`src/rtl/me_iddmm_seq.sv`:
```
// Sequencer that owns one modular-exponentiation job in front of me_iddmm_top: operand buffer,
// start/gap/stream control and result collection. Optional watchdog: define ME_SEQ_WATCHDOG_EN.
module me_iddmm_seq #(
    parameter int unsigned K   = 128,
    parameter int unsigned N   = 16,
    parameter int unsigned GAP = 10,
    parameter int unsigned AW  = 4,
    parameter int unsigned TMO = 65535
) (
    input  logic          clk,
    input  logic          rst_n,
    input  logic          wr_en,
    input  logic [AW-1:0] wr_addr,
    input  logic [K-1:0]  wr_data,
    input  logic          cmd_start,
    output logic          busy,
    output logic          done,
    input  logic [AW-1:0] rd_addr,
    output logic [K-1:0]  rd_data,
    output logic          me_start,
    output logic [K-1:0]  me_x,
    output logic          me_x_valid,
    input  logic [K-1:0]  me_result,
    input  logic          me_valid,
    output logic          err
);

    localparam int unsigned CW = AW + 1;
    localparam int unsigned GW = (GAP > 1) ? $clog2(GAP) : 1;

    if (GAP < 1 || TMO < 2 || (1 << AW) < N) begin : g_bad_cfg
        $error("me_iddmm_seq: illegal parameter combination");
    end

    typedef enum logic [2:0] {StIdle, StStart, StGap, StSend, StWait, StDone} state_e;

    state_e          state_q, state_d;
    logic [GW-1:0]   gap_q, gap_d;
    logic [AW-1:0]   send_q, send_d;
    logic [CW-1:0]   res_cnt_q, res_cnt_d;
    logic [K-1:0]    me_x_q, me_x_d;
    logic            me_x_valid_q, me_x_valid_d;
    logic [K-1:0]    op_buf  [N];
    logic [K-1:0]    res_buf [N];
    logic            op_we, res_acc, res_last;
    logic [AW-1:0]   res_idx;

    // Results are accepted in SEND as well as WAIT, but never beyond N words per job.
    assign op_we    = (state_q == StIdle) && wr_en && (32'(wr_addr) < N);
    assign res_acc  = me_valid && (state_q inside {StSend, StWait}) && (res_cnt_q < CW'(N));
    assign res_last = res_acc && (res_cnt_q == CW'(N - 1));
    // Engine returns MSW first, so the k-th result lands at index N-1-k.
    assign res_idx  = AW'(N - 1) - res_cnt_q[AW-1:0];

`ifdef ME_SEQ_WATCHDOG_EN
    localparam int unsigned WW = $clog2(TMO + 1);
    logic [WW-1:0] wdt_q, wdt_d;
    logic          err_q, err_d;
`endif

    always_comb begin
        state_d      = state_q;
        gap_d        = gap_q;
        send_d       = send_q;
        res_cnt_d    = res_cnt_q;
        me_x_valid_d = 1'b0;
        me_x_d       = '0;
`ifdef ME_SEQ_WATCHDOG_EN
        err_d        = err_q;
        wdt_d        = '0;
        if (state_q == StWait) begin
            wdt_d = res_acc ? WW'(1) : wdt_q + WW'(1);
        end else if (state_q == StSend && res_acc) begin
            wdt_d = WW'(1);
        end
`endif
        if (res_acc) begin
            res_cnt_d = res_cnt_q + CW'(1);
        end
        case (state_q)
            StIdle: begin
                if (cmd_start) begin
                    state_d   = StStart;
                    res_cnt_d = '0;
`ifdef ME_SEQ_WATCHDOG_EN
                    err_d     = 1'b0;
`endif
                end
            end
            StStart: begin
                state_d = StGap;
                gap_d   = '0;
            end
            StGap: begin
                if (gap_q == GW'(GAP - 1)) begin
                    state_d = StSend;
                    send_d  = '0;
                end else begin
                    gap_d = gap_q + GW'(1);
                end
            end
            StSend: begin
                if (send_q == AW'(N - 1)) begin
                    state_d = StWait;
                end else begin
                    send_d = send_q + AW'(1);
                end
            end
            StWait: begin
                if (res_last || res_cnt_q == CW'(N)) begin
                    state_d = StDone;
`ifdef ME_SEQ_WATCHDOG_EN
                end else if (wdt_q == WW'(TMO - 1)) begin
                    state_d = StIdle;
                    err_d   = 1'b1;
`endif
                end
            end
            StDone:  state_d = StIdle;
            default: state_d = StIdle;
        endcase
        // Operand stream is registered: load the word for the next SEND cycle.
        if (state_d == StSend) begin
            me_x_valid_d = 1'b1;
            me_x_d       = op_buf[send_d];
        end
    end

    always_ff @(posedge clk) begin
        if (!rst_n) begin
            state_q      <= StIdle;
            gap_q        <= '0;
            send_q       <= '0;
            res_cnt_q    <= '0;
            me_x_q       <= '0;
            me_x_valid_q <= 1'b0;
`ifdef ME_SEQ_WATCHDOG_EN
            wdt_q        <= '0;
            err_q        <= 1'b0;
`endif
        end else begin
            state_q      <= state_d;
            gap_q        <= gap_d;
            send_q       <= send_d;
            res_cnt_q    <= res_cnt_d;
            me_x_q       <= me_x_d;
            me_x_valid_q <= me_x_valid_d;
`ifdef ME_SEQ_WATCHDOG_EN
            wdt_q        <= wdt_d;
            err_q        <= err_d;
`endif
        end
    end

    // Buffers are never cleared; a reset mid-job leaves partial results in place.
    always_ff @(posedge clk) begin
        if (op_we) begin
            op_buf[wr_addr] <= wr_data;
        end
        if (rst_n && res_acc) begin
            res_buf[res_idx] <= me_result;
        end
    end

    assign rd_data    = (32'(rd_addr) < N) ? res_buf[rd_addr] : '0;
    assign busy       = (state_q != StIdle);
    assign done       = (state_q == StDone);
    assign me_start   = (state_q == StStart);
    assign me_x       = me_x_q;
    assign me_x_valid = me_x_valid_q;
`ifdef ME_SEQ_WATCHDOG_EN
    assign err        = err_q;
`else
    assign err        = 1'b0;
`endif

endmodule

```
`config.mk`:
```
export PLATFORM = sky130hd
export DESIGN_NAME = me_iddmm_seq
export DESIGN_NICKNAME = d
export VERILOG_FILES = /design/src/rtl/me_iddmm_seq.sv
export SDC_FILE = /design/constraint.sdc
export NUM_CORES = 2
export LEC_CHECK = 0
export CAP_MARGIN = 15
export CORE_MARGIN = 4
export CORE_UTILIZATION = 60
export DETAILED_ROUTE_END_ITERATION = 16
export MAX_ROUTING_LAYER = met4
export PLACE_DENSITY = 0.78
export SETUP_SLACK_MARGIN = 0.05
export SYNTH_ARGS = -nofsm -noshare
export SYNTH_HDL_FRONTEND = slang
export SYNTH_SLANG_ARGS = --single-unit
export TNS_END_PERCENT = 10
```
`constraint.sdc`:
```
create_clock -name clk -period 14.6 [get_ports clk]
set_input_delay 2.19 -clock clk [delete_from_list [all_inputs] [get_ports clk]]
set_output_delay 2.19 -clock clk [all_outputs]
set_load 0.05 [all_outputs]
```
# After elaboration in Yosys (flattened, before gate mapping)
# Memory sizes are Yosys's and may differ from the RTL's. A register that Yosys moved wholly into a read port is not among the register bits.
# Index checks and enable logic that the tools add are counted.
[word_totals]
regBits = 17
mem_bits_rw = 4096
out_inout_bits = 261
wordCells = 54
n_memories = 2
[op_classes]
add_sub_neg = 4
order_cmp = 1
eq_ne = 11
muxes = 18
n_reduce_logical = 13
[mem_list]
columns = ["memory", "depth", "word_bits", "read_ports", "rd_clocked_by_memory_dff", "write_ports", "line_no", "text"]
rows = [
  ["op_buf", 16, 128, 1, 1, 1, "43", "logic [K-1:0] op_buf [N];"],
  ["res_buf", 16, 128, 1, 0, 1, "44", "logic [K-1:0] res_buf [N];"],
]
[ops]
columns = ["operator", "count"]
rows = [
  ["one-hot mux 4 bit (2 select lines)", 2],
  ["2-to-1 mux 5 bit", 3],
  ["one-hot mux 3 bit (5 select lines)", 1],
  ["2-to-1 mux 3 bit", 4],
  ["2-to-1 mux 4 bit", 3],
  ["== test 3 x 2 -> 1 bit (second input constant)", 3],
  ["adder 4 x 1 -> 4 bit (second input constant)", 2],
  ["== test 4 bit (second input constant)", 2],
  ["== test 3 bit (second input constant)", 2],
  ["adder 5 x 1 -> 5 bit (second input constant)", 1],
  ["== test 5 x 4 -> 1 bit (second input constant)", 1],
  ["== test 5 bit (second input constant)", 1],
  ["logical AND 1 bit", 5],
  ["less-than comparator 5 bit (second input constant)", 1],
  ["2-to-1 mux 1 bit", 5],
  ["AND reduction 2 bit", 2],
  ["nonzero test 2 bit", 2],
  ["subtractor 4 bit (first input constant)", 1],
  ["== test 3 x 1 -> 1 bit (second input constant)", 1],
  ["logical NOT 3 bit", 1],
  ["nonzero test 3 bit", 1],
  ["!= test 2 bit (second input constant)", 1],
  ["logical NOT 1 bit", 1],
  ["logical OR 1 bit", 1],
]

# Depth between registers and ports, before layout
[logic_depth]
word_depth = 11
depth_mapped = 11
ltp_nobuf = 8

# Worst setup path before layout
# OpenSTA, ideal clock, no wires.
[synth_timing]
kind = "in2reg"
start = "in me_valid"
end = "mem res_buf[13][0] (enable)"
arrival_ns = 11.491
required_ns = 13.829
setup_slack_ns = 2.338
cell_stages = 4
cell_sequence = "o21ai_0 > nor2_1 > nand3_1 > nor3_1"
[synth_via]
elab_chain_cells = 5
[synth_rtl]
columns = ["item", "line_no", "text"]
rows = [
  ["start: declaration", "24", "input logic me_valid,"],
  ["logical AND 1 bit (2 in a row)", "50", "assign res_acc = me_valid && (state_q inside {StSend, StWait}) && (res_cnt_q < CW'(N));"],
  ["logical AND 1 bit", "160", "if (rst_n && res_acc) begin"],
  ["2-to-1 mux 1 bit", "160", ""],
  ["2-to-1 mux 1 bit (implied by the code)", "161", "res_buf[res_idx] <= me_result;"],
  ["end: declaration", "44", ""],
]
# Every way passes these cells.

# Worst setup path after layout
[layout_timing]
start = "in rd_addr[1]"
end = "out rd_data[113]"
[layout_via]
elab_chain_cells = 1
[layout_rtl]
columns = ["item", "line_no", "text"]
rows = [
  ["start: declaration", "18", "input logic [AW-1:0] rd_addr,"],
  ["memory read (16 x 128 bit)", "-", ""],
  ["end: declaration", "19", "output logic [K-1:0] rd_data,"],
]
# Every way passes these cells.

==> results.md <==
* MaxCap Viol Count at 0
* Total CTS buffers at 410
* Drt pass-1 iters at 6
* Final setup vio count at 0
* Reg2reg path depth at 10
* Leading area contributor after synthesis: edfxtp_1
* Fin. max-slew vios at 0
* Worst R2R Setup Slack at 9.01 ns
* Count leader, synth: edfxtp_1
* Ys async rst share at 0
* GRT met2 Usage at 0.492
* HPWL after detailed placement at 191000 um
* Vias at 86.0k
* Most used DFF post-synth: edfxtp_1
* Syn Inst Count at 7812
* CP max FO at 91
* Top post-synthesis cells by count: 4096 x edfxtp_1, 745 x mux4_2, 527 x nand2_1
* # rows at 189
* Starting Density at 0.603
* Clock period minus worst slack at 8.91 ns
* Vias in the first global route at 86.2k
* Die footprint at 0.275 sq mm
* Antenna-violating nets left at 0
* Hold Path End: res_cnt_q[4]
* Synthesis warning total at 0
* Longest Clk Path Bufs at 4
* IO Count at 530
* Resize count post-CTS at 0
* Root buffer cell: clkbuf_16
* Startpoint Class: primary input
* Residual DRC at 0
* All-layer global routing usage at 0.314
* Min-delay src: res_cnt_q[4]
* WS Path Type: in -> out
* Met3 Use GR at 0.0692
* Clock Skew at 0.0470 ns
* Slowest cell on the critical path: buf_4
* Final WL at 428000 um
* Postcts setup bufs at 0
* CTS tree: built
* Final nets at 8637
* EDFF count, synth at 4096
* Port Buffers at 528
* Die width at 524 um
* H-Tree Depth at 5
* Outcome: completed
* Slew headroom at 0.125
* Worst hold path cell count at 2
* Largest net degree at the start of global routing at 203
* Hold crit path type: reg -> reg
* Max incr delay on CP at 0.95 ns
* Final hold violation count at 0
* Via-to-Cell Ratio at 6.97
* Buffer and inverter count on the worst path at 4
* Met1 GRT Util at 0.413
* Worst endpoint data arrival time at 6.72 ns
* Reg2reg end: me_x[111]
* Pwr Density at 141 mW/mm^2
* CP Data Required Time at 12.41 ns
* Wire per inst at 34.7 um
* Worst slack at placement at 5.89 ns
* Layout area overhead at 14.3%
* Sequential-to-total area share from yosys stat at 0.788
* GRT overflow at 0
* Crit share post-route at 0.610
* CP delay by family, top: buffers and inverters
* P_leak at 58.7 nW
* Setup TNS at 0 ns
* Hold_buf cts at 0
* Synth Net Count at 8089
* Distinct cells, synth at 60
* Core area at 0.265 sq mm
* CTS sink cnt at 4241
* First-pass GRT wire length at 607000 um
* Post-synth design cell area at 0.160 sq mm
* Post-synth top area share at 0.770
* Seq cells post-synth at 4241
* CTS clk-pin slew, worst paths at 0.06 ns
* R2r startpoint: send_q[0]
* Achievable Freq at 112 MHz
* CP endpoint kind: primary output
* Global routing's busiest layer: met2
* CP cell instances: buf_8 -> buf_4 -> buf_4 -> mux4_2 -> mux4_2 -> clkdlybuf4s50_1
* Measured slew at the worst slew-check pin at 1.31 ns
* CP Depth at 6
* Die Ht at 524 um
* Worst-skew pair later-pin latency at 0.95 ns
* Share of cells above drive strength 1 at 0.177
* DRC marker count from the first detailed-route iteration at 13.7k
* Synth Area per Inst at 20.5 sq um
* Routability Congestion at 0.781
* Setup WS post-layout at 5.69 ns
* Initial antenna violation count at 96
* RSZ-0062 raised after global routing: no
* Peak supply drop at 131 uV
* Dominant cells by area after synthesis: edfxtp_1 77%, mux4_2 10%, dfxtp_1 1.8%
-- worst max-delay path by stage --
| stage | from | end |
|---|---|---|
| final | rd_addr[1] | rd_data[113] |
| after global routing | rd_addr[0] | rd_data[108] |
| after CTS | rd_addr[1] | rd_data[118] |
| after detailed placement | rd_addr[1] | rd_data[113] |
| after global placement | rd_addr[1] | rd_data[89] |
| after floorplan | me_valid | res_buf[13][0] |
-- worst min-delay path, cell delays in order (launching register included) --
cell     delay (ns)
dfxtp_1        0.35
nor2_1         0.11
nor2_1         0.04
-- cell families (layout without fill, tap and decap cells) --
kind of cell | after synthesis | count (layout) | synth area share
and+or+nand+nor | 1154 | 1154 | 0.0344
xor gates and xnor gates | 5 | 5 | 0.000274
DFF | 4241 | 4241 | 0.788
muxes | 1026 | 1026 | 0.123
buffers and inverters | 542 | 1439 | 0.0142
adders and majority gates | 8 | 8 | 0.000626
AOI/OAI and AO/OA | 835 | 835 | 0.0400
other | 1 | 100 | 0.0000235
-- routing by layer --
metal	wire length (um)	up-vias
met1	149000	44500
li1	-	33900
met3	51600	971
met4	16600	0
met5	0	-
met2	211000	6585
-- layout by cell type (no fill, tap or decap), types with 14 or more instances in the layout --
cell type / netlist / layout
bufinv_16: 0 / 33
mux4_2: 745 / 745
nand3_1: 259 / 259
clkbuf_16: 0 / 415
nand4_1: 257 / 257
o31ai_1: 128 / 128
clkbuf_1: 379 / 85
nor2b_1: 22 / 22
clkdlybuf4s50_1: 0 / 524
clkinv_1: 0 / 75
dfxtp_1: 145 / 145
mux2i_1: 280 / 280
nor2_1: 41 / 14
nor2_4: 1 / 29
nand2_1: 527 / 525
o2111ai_1: 127 / 127
a21oi_1: 23 / 23
diode_2: 0 / 99
buf_12: 0 / 24
buf_4: 25 / 118
a211oi_1: 22 / 22
a32o_1: 255 / 254
clkbuf_8: 0 / 34
o21ai_0: 258 / 258
clkinv_2: 0 / 78
edfxtp_1: 4096 / 4096
-- metrics by stage --
step           cells  total power, mW  hold slack (ns)  utilization  cell area [sq um]
2_1_floorplan   7812             14.8            0.491            -             160000
3_3_place_gp   11500             15.3            0.509        0.638             169000
3_5_place_dp   11500             15.3            0.540        0.638             169000
4_1_cts        12200             25.7            0.551        0.688             182000
5_1_grt        12300             26.5            0.594        0.689             183000
6_report       12300             25.7            0.545        0.689             183000
-- flip-flops by register name, indices dropped and copies added (netlist names) --
| signal | flops |
|---|---|
| me_x_valid | 1 |
| send_q | 4 |
| gap_q | 4 |
| res_cnt_q | 5 |
| res_buf | 2048 |
| me_x | 128 |
| op_buf | 2048 |
| state_q | 3 |
-- power breakdown --
part           internal (mW)  switching [mW]
combinational          0.602            1.08
sequential              13.4          0.0278
clock                   5.99            4.59
-- cell type report --
class                      count  area [sq um]
antenna                       99           248
clock buffer                 533         11200
clock inverter               228          2200
fill                       15300         82500
inverter                       8          30.0
multi-input combinational   3029         32000
sequential                  4241        126000
tap                         3533          4420
timing repair buffer         670          6670
Note: power is estimated with default switching activity, not from simulation.
